[config.mk]
export PLATFORM = sky130hd
export DESIGN_NAME = rf_write_sched
export DESIGN_NICKNAME = d
export VERILOG_FILES = /design/src/rtl/rf_write_sched.sv
export SDC_FILE = /design/constraint.sdc
export NUM_CORES = 1
export LEC_CHECK = 0
export CORE_MARGIN = 10
export CORE_UTILIZATION = 25
export DETAILED_ROUTE_END_ITERATION = 12
export SYNTH_ARGS = -nofsm -noshare
export SYNTH_HDL_FRONTEND = slang
export SYNTH_SLANG_ARGS = --single-unit
[constraint.sdc]
create_clock -name clk -period 11.2 [get_ports clk]
set_input_delay 2.24 -clock clk [delete_from_list [all_inputs] [get_ports clk]]
set_output_delay 2.24 -clock clk [all_outputs]
set_load 0.05 [all_outputs]
[src/rtl/rf_write_sched.sv]
// Write-back scheduler: buffers ALU, load and MDU register writes and packs them
// onto the two general register-file write ports plus the dedicated R15 port.
module rf_write_sched #(
    parameter int DATA_W = 16,
    parameter int NREG   = 16
) (
    input  logic              clk,
    input  logic              reset,
    input  logic              alu_valid,
    output logic              alu_ready,
    input  logic [3:0]        alu_dest,
    input  logic [DATA_W-1:0] alu_data,
    input  logic              mem_valid,
    output logic              mem_ready,
    input  logic [3:0]        mem_dest,
    input  logic [DATA_W-1:0] mem_data,
    input  logic              mdu_valid,
    output logic              mdu_ready,
    input  logic [3:0]        mdu_dest,
    input  logic [DATA_W-1:0] mdu_lo,
    input  logic [DATA_W-1:0] mdu_hi,
    output logic [2:0]        regWrite,
    output logic [3:0]        wr,
    output logic [3:0]        wr2,
    output logic [DATA_W-1:0] wd,
    output logic [DATA_W-1:0] wd2,
    output logic [DATA_W-1:0] wd15,
    output logic [NREG-1:0]   pend_mask
);
    localparam int         NSRC = 3;
    localparam logic [3:0] R15  = 4'd15;
    localparam logic [1:0] SRC_C = 2'd2;

    // Requester index 0 = ALU (A), 1 = load unit (B), 2 = MDU (C).
    logic [NSRC-1:0]   in_valid;
    logic [3:0]        in_dest [NSRC];
    logic [DATA_W-1:0] in_data [NSRC];

    logic [NSRC-1:0]   h_valid_reg;
    logic [3:0]        h_dest_reg [NSRC];
    logic [DATA_W-1:0] h_data_reg [NSRC];
    logic [DATA_W-1:0] h_hi_reg;
    logic [1:0]        rr_reg;
    logic [1:0]        rr_next;

    logic [NSRC-1:0]   grant;
    logic [NSRC-1:0]   ready;

    logic              p1_en, p2_en, r15_en;
    logic [3:0]        p1_addr, p2_addr;
    logic [DATA_W-1:0] p1_data, p2_data;

    assign in_valid   = {mdu_valid, mem_valid, alu_valid};
    assign in_dest[0] = alu_dest;
    assign in_dest[1] = mem_dest;
    assign in_dest[2] = mdu_dest;
    assign in_data[0] = alu_data;
    assign in_data[1] = mem_data;
    assign in_data[2] = mdu_lo;

    assign alu_ready = ready[0];
    assign mem_ready = ready[1];
    assign mdu_ready = ready[2];

    // A slot is free when empty or when its current content issues this cycle.
    generate
        for (genvar gi = 0; gi < NSRC; gi++) begin : g_hold
            assign ready[gi] = ~h_valid_reg[gi] | grant[gi];

            always_ff @(posedge clk) begin
                if (reset) begin
                    h_valid_reg[gi] <= 1'b0;
                end else if (in_valid[gi] && ready[gi]) begin
                    h_valid_reg[gi] <= 1'b1;
                    h_dest_reg[gi]  <= in_dest[gi];
                    h_data_reg[gi]  <= in_data[gi];
                end else if (grant[gi]) begin
                    h_valid_reg[gi] <= 1'b0;
                end
            end
        end
    endgenerate

    always_ff @(posedge clk) begin
        if (mdu_valid && ready[2]) begin
            h_hi_reg <= mdu_hi;
        end
    end

    // Round-robin scan. 'taken' holds every register already written this cycle;
    // a granted MDU marks R15 as well, which covers both R15 conflict rules.
    always_comb begin
        logic [NREG-1:0] taken;
        logic [2:0]      pos;
        logic [1:0]      idx;
        logic [1:0]      nsel;
        logic            elig;
        taken   = '0;
        pos     = 3'd0;
        idx     = 2'd0;
        nsel    = 2'd0;
        elig    = 1'b0;
        grant   = '0;
        rr_next = rr_reg;
        p1_en   = 1'b0;
        p2_en   = 1'b0;
        r15_en  = 1'b0;
        p1_addr = '0;
        p2_addr = '0;
        p1_data = '0;
        p2_data = '0;
        for (int k = 0; k < NSRC; k++) begin
            pos = {1'b0, rr_reg} + 3'(k);
            if (pos >= 3'(NSRC)) begin
                pos = pos - 3'(NSRC);
            end
            idx  = pos[1:0];
            elig = h_valid_reg[idx] && (nsel < 2'd2) && !taken[h_dest_reg[idx]];
            if (idx == SRC_C && taken[15]) begin
                elig = 1'b0;
            end
            if (elig) begin
                grant[idx]               = 1'b1;
                rr_next                  = (idx == SRC_C) ? 2'd0 : idx + 2'd1;
                taken[h_dest_reg[idx]]   = 1'b1;
                if (idx == SRC_C) begin
                    taken[15] = 1'b1;
                    r15_en    = 1'b1;
                end
                // An MDU write to R15 itself needs only the R15 port; lo is dropped.
                if (!(idx == SRC_C && h_dest_reg[idx] == R15)) begin
                    if (nsel == 2'd0) begin
                        p1_en   = 1'b1;
                        p1_addr = h_dest_reg[idx];
                        p1_data = h_data_reg[idx];
                    end else begin
                        p2_en   = 1'b1;
                        p2_addr = h_dest_reg[idx];
                        p2_data = h_data_reg[idx];
                    end
                end
                nsel = nsel + 2'd1;
            end
        end
    end

    always_ff @(posedge clk) begin
        if (reset) begin
            rr_reg   <= 2'd0;
            regWrite <= 3'b000;
            wr       <= '0;
            wr2      <= '0;
            wd       <= '0;
            wd2      <= '0;
            wd15     <= '0;
        end else begin
            rr_reg   <= rr_next;
            regWrite <= {r15_en, p2_en, p1_en};
            if (p1_en) begin
                wr <= p1_addr;
                wd <= p1_data;
            end
            if (p2_en) begin
                wr2 <= p2_addr;
                wd2 <= p2_data;
            end
            if (r15_en) begin
                wd15 <= h_hi_reg;
            end
        end
    end

    always_comb begin
        pend_mask = '0;
        for (int i = 0; i < NSRC; i++) begin
            if (h_valid_reg[i]) begin
                pend_mask[h_dest_reg[i]] = 1'b1;
            end
        end
        if (h_valid_reg[2]) begin
            pend_mask[15] = 1'b1;
        end
        if (regWrite[0]) begin
            pend_mask[wr] = 1'b1;
        end
        if (regWrite[1]) begin
            pend_mask[wr2] = 1'b1;
        end
        if (regWrite[2]) begin
            pend_mask[15] = 1'b1;
        end
    end
endmodule

==> results of run 1 <==
metrics by stage:
| stage | instances | instance area [um2] | hold WS (ns) | util | power [mW] |
|---|---|---|---|---|---|
| after global placement | 1332 | 9820 | 0.445 | 0.312 | 2.29 |
| after global routing | 1364 | 10400 | 0.478 | 0.331 | 3.04 |
| final | 1364 | 10400 | 0.457 | 0.331 | 2.88 |
| after CTS | 1364 | 10400 | 0.459 | 0.331 | 2.89 |
| after detailed placement | 1332 | 9820 | 0.451 | 0.312 | 2.30 |
| after floorplan | 817 | 7940 | 0.476 | - | 1.85 |
cell usage after synthesis, drive strengths merged (5+ instances only):
cell and number:
o21ai 49, dfxtp 64, o211a 20, nor3b 7, nand3 32, mux2i 81
edfxtp 76, a22oi 23, a221oi 21, clkbuf 31, o21a 10, nand4 13
a21oi 42, a31oi 5, nor2 92, inv 8, o221ai 20, nor2b 12
a32oi 5, xnor2 8, buf 26, and3 9, nand2 103
per-layer routing:
layer	share of wire	track usage
met1	0.43	0.171
met2	0.49	0.226
met3	0.063	0.0300
met4	0.017	0.0450
met5	0	0
power by group through the flow:
stage               Sequential (mW)  Combinational (mW)  Clock (mW)
global placement              0.793                1.50           0
CTS                           0.785                1.52       0.588
global route                  0.799                1.63       0.610
detailed placement            0.794                1.51           0
floorplan                      1.00               0.847           0
finish                        0.783                1.52       0.576
layout make-up:
cell class                 count  area share
tap                          402      0.0483
multi-input combinational    609       0.387
sequential                   140       0.342
timing repair buffer         173       0.163
clock buffer                  17      0.0409
inverter                       8     0.00288
clock inverter                15      0.0166
cells by family (layout without fill, tap and decap cells):
family                   count (synthesis)  after routing  synth area share
adder cells (fa/ha/maj)                  4              4           0.00631
flip-flops                             140            140             0.449
XOR/XNOR                                 8              8           0.00883
buffers and inverters                   68            213            0.0460
multiplexers                            85             85             0.114
AND/OR/NAND/NOR                        290            290             0.168
AO/OA/AOI/OAI                          222            222             0.208
worst max-delay path, cell delays in order (launching register included):
cell,delay (ns)
dfxtp_1,0.37
inv_1,0.09
ha_2,0.70
buf_4,0.54
mux2i_1,0.14
o22ai_1,0.48
nor3b_1,0.25
a21o_2,0.17
and3_1,0.40
a21oi_4,0.12
nand2_2,0.15
nor2_4,0.07
a222oi_1,0.29
buf_4,0.39
nand2_1,0.09
clkdlybuf4s50_1,0.74
layout by cell type, fill, tap and decap left out, types with 8 or more instances in the layout:
cell               n
o221ai_1          20
nand4_1           13
o211a_1           20
a221oi_1          13
nand3_1           32
and3_1             8
nand2_1          102
clkdlybuf4s50_1  158
edfxtp_1          76
o21a_1            10
nor2_1            91
a221oi_2           8
xnor2_1            8
mux2i_1           78
nor2b_1           12
a22oi_1           23
a21oi_1           41
dfxtp_1           64
clkbuf_16         17
o21ai_0           47
buf_4             15
how the worst max path moves through the flow:
stage | endpoint | startpoint | cells past startpoint | slack [ns]
floorplan | mdu_ready | rr_reg[0] | 14 | 5.55
global placement | mdu_ready | rr_reg[0] | 15 | 4.09
detailed placement | mdu_ready | rr_reg[0] | 15 | 4.01
CTS | mdu_ready | rr_reg[0] | 15 | 3.55
global route | mdu_ready | rr_reg[0] | 15 | 3.13
finish | mdu_ready | rr_reg[0] | 15 | 3.52
==> metrics.cfg, run 1 <==
[min_path]
min_to = wd15[0]
holdPathStages = 2
min_path_type = flip-flop to flip-flop
hold_start = wd15[0]

[power_and_ir_drop]
ir_worst_vdd_mv = 0.142
comb_power_share = 0.527
switching_share = 0.463
cellInternalPower_mw = 1.54
p_clk_frac = 0.200
p_seq_frac = 0.272
power.switching_mw = 1.33
p_per_area_mw_per_mm2 = 276
power_leakage_nw = 3.88

[logic_synthesis]
synthArstFlopShare = 0
synth_area_mm2 = 0.00794
synth_cell_types = 70
synth_top_area_cell = edfxtp_1
syn-num-nets = 902
syn_inst = 817
ys_warn_count = 0
synth-seq-cells = 140
ys.flop_type = edfxtp_1
ys_top_cells_by_area = edfxtp_1 29%, dfxtp_1 16%, mux2i_1 9.8%
synth_edf_count = 76
syn-mean-instance-area_um2 = 9.72
seq_area_frac_synth = 0.449
synth_top_area_frac = 0.288

[global_routing]
grt_max_degree = 68
grt_usage = 0.136
antenna_found_initial = 0
grt_pass1_wl_um = 41500
grt-ovfl-total = 0
first_global_vias = 6905

[clock_tree]
clockBufferDepth = 2
cts_tree = yes
post_cts_buffers = 0
cts_root_buf = clkbuf_16
ctsHoldBuffers = 0
cts_resized = 0
htreeDepth = 4
numCtsBuffers = 17
cts.clk_slew.worst_paths_ns = 0.06
cts.sinks = 140
clock_latency_ns = 0.43

[sta]
worst_clock_skew_ns = 0.0150
finalHoldViolations = 0
tns_ns = 0
fmax_ghz = 0.130
setup_viol = 0
min_period_ns = 7.68
slew_violations = 0
fin_ws_ns = 3.52
min_period_over_period = 0.686
rsz0062_at_grt = false
worstMarginPinSlew_ns = 1.15
relSlewSlack = 0.230

[drt]
wire_per_inst_um = 19.8
drt_first_pass_iters = 5
avgViaCountPerCell = 5.12
final_antenna_net_count = 0
vias = 6977
drt_iter0_markers = 712
routed_wl_um = 27000
drc = 0

[die]
initial_utilization = 0.252
core_area_mm2 = 0.0315
num_io_pins = 159
fp.dieArea_mm2 = 0.0393
die_y_um = 198
num_rows = 65
fp.dieW_um = 198

[setup_path]
r2r_start = rr_reg[0]
worst-path-max-fanout = 47
required_ns = 8.96
r2r_slack_ns = 6.22
cp-end-kind = output port
ff2ff_path_depth = 13
startpoint_type = flip-flop
path_class = flip-flop to output port
cp.arrival_ns = 5.44
reg2reg_to = wd2[4]

[final_layout]
regArea_mm2 = 0.00356
largest_register_ffs = 48
area_delta_synth_final_pct = 31.2
fill_cells = 3175
fin_nets = 1034
antenna_cells = 0
multi_input_area_mm2 = 0.00403
drive_gt1_frac = 0.0821

[flow_run]
maxCapViolations = 0

[place]
dp_hpwl_um = 19300
place.gp.congestion = 0.875
io_buffer_count = 158
pre_cts_slack_ns = 4.01

[run_status]
status = completed

Note: power is estimated with default switching activity, not from simulation.
==> inputs of run 2 (changes only) <==
==> constraint.sdc (replaced) <==
create_clock -name clk -period 6.2 [get_ports clk]
set_input_delay 1.24 -clock clk [delete_from_list [all_inputs] [get_ports clk]]
set_output_delay 1.24 -clock clk [all_outputs]
set_load 0.05 [all_outputs]
==> metrics.cfg, run 2 (synthesis results as in run 1) <==
[global_routing]
grt_max_degree = 55
grt_usage = 0.139
first_global_vias = 7014
grt_use_met3 = 0.0317
grt_pass1_wl_um = 42000
busiest_layer = met2
grt_util_met1 = 0.174
use_met2 = 0.226
antenna_found_initial = 0
grt-ovfl-total = 0

[clock_tree]
htreeDepth = 4
numCtsBuffers = 17
cts.clk_slew.worst_paths_ns = 0.06
cts_resized = 0
cts_tree = yes
ctsHoldBuffers = 0
cts.sinks = 140
post_cts_buffers = 0
clockBufferDepth = 2
clock_latency_ns = 0.44
cts_root_buf = clkbuf_16

[setup_path]
required_ns = 4.96
ff2ff_path_depth = 16
cp.arrival_ns = 4.33
cp-end-kind = output port
path_delay_family = compound AO/OA/AOI/OAI gates
path_buf_inv = 4
startpoint_type = flip-flop
path_class = flip-flop to output port
crit_cells = 15
worst-path-max-fanout = 23
path_cells = inv_1 -> ha_2 -> buf_4 -> mux2i_1 -> o21ai_0 -> xnor2_1 -> o32ai_1 -> nand2_1 -> nand4_1 -> a221oi_2 -> o32a_4 -> nor2_4 -> a221oi_1 -> inv_1 -> buf_4
critical-path-slowest-cell = o21ai_0
max_stage_delay_ns = 0.64

[sta]
tns_ns = 0
fin_ws_ns = 0.629
worst_clock_skew_ns = 0.0111
fin_hold_ws_ns = 0.457
rsz0062_at_grt = false
finalHoldViolations = 0
relSlewSlack = 0.231
min_period_over_period = 0.899
min_period_ns = 5.57
slew_violations = 0
fmax_ghz = 0.180
setup_viol = 0
worstMarginPinSlew_ns = 1.15

[die]
core_area_mm2 = 0.0315
fp.dieW_um = 198
initial_utilization = 0.252
num_rows = 65
fp.dieArea_mm2 = 0.0393
die_y_um = 198
num_io_pins = 159

[power_and_ir_drop]
p_per_area_mw_per_mm2 = 503
ir_worst_vdd_mv = 0.253
power_leakage_nw = 3.92
total_power_mw = 5.26

[final_layout]
largest_register_ffs = 48
area_delta_synth_final_pct = 31.9
layout_common_cells = 155 x clkdlybuf4s50_1, 102 x nand2_1, 91 x nor2_1, 78 x mux2i_1, 76 x edfxtp_1
regArea_mm2 = 0.00356
final_area_mm2 = 0.0105
multi_input_area_mm2 = 0.00403
mostFrequentLayoutCell = clkdlybuf4s50_1
fill_cells = 3169
fin_nets = 1039
antenna_cells = 0
drive_gt1_frac = 0.0889

[drt]
wire_per_inst_um = 20.3
vias = 7066
drt_first_pass_iters = 5
final_antenna_net_count = 0
avgViaCountPerCell = 5.16
routed_wl_um = 27800
drt_iter0_markers = 785
drc = 0

[place]
io_buffer_count = 158
place.gp.congestion = 0.882
dp_hpwl_um = 20000
postPlaceCellArea_mm2 = 0.00986
pre_cts_slack_ns = 1.11

[min_path]
holdPathStages = 2
min_path_type = flip-flop to flip-flop

[run_status]
status = completed

[flow_run]
maxCapViolations = 0

run 2: cell types whose count changed in the layout (fill, tap and decap cells not counted), sizes merged:
| cell | delta |
|---|---|
| inv | +2 |
| clkdlybuf4s50 | -3 |
| clkinv | +1 |
| clkinvlp | -3 |
| buf | +8 |
run 2: layout make-up:
cell class / count / area share
Multi-Input combinational cell: 609 / 0.384
Inverter: 8 / 0.00287
Sequential cell: 140 / 0.340
Clock inverter: 15 / 0.0180
Clock buffer: 17 / 0.0406
Tap cell: 402 / 0.0480
Timing Repair Buffer: 178 / 0.166
run 2: layer usage:
layer / vias up / routed length, um
li1: 3351 / -
met1: 3343 / 11800
met2: 327 / 13200
met3: 45 / 2040
met4: 0 / 721
met5: - / 0
run 2: per-stage QoR:
stage / utilization / instances
after global routing: 0.333 / 1369
after global placement: 0.313 / 1337
after floorplan: - / 817
after CTS: 0.333 / 1369
after detailed placement: 0.313 / 1337
final: 0.333 / 1369
run 2: path summary, 6_finish.rpt:
check	end	slack, ns	start
worst max-delay path	alu_ready	0.63	rr_reg[0]
worst min register to register	wd15[0]	0.46	wd15[0]
worst max register to register	h_data_reg[2][1]	1.53	rr_reg[0]
worst min-delay path	wd15[0]	0.46	wd15[0]
run 2: where the power goes:
part / switching, mW / internal, mW / total, mW
logic: 1.81 / 0.965 / 2.77
clock network: 0.428 / 0.639 / 1.07
registers: 0.217 / 1.20 / 1.42
total: 2.45 / 2.81 / 5.26
run 2: tightest hold or removal path, stage by stage (launching register included):
cell	delay, ns
dfxtp_1	0.31
nand2_1	0.05
mux2i_1	0.05
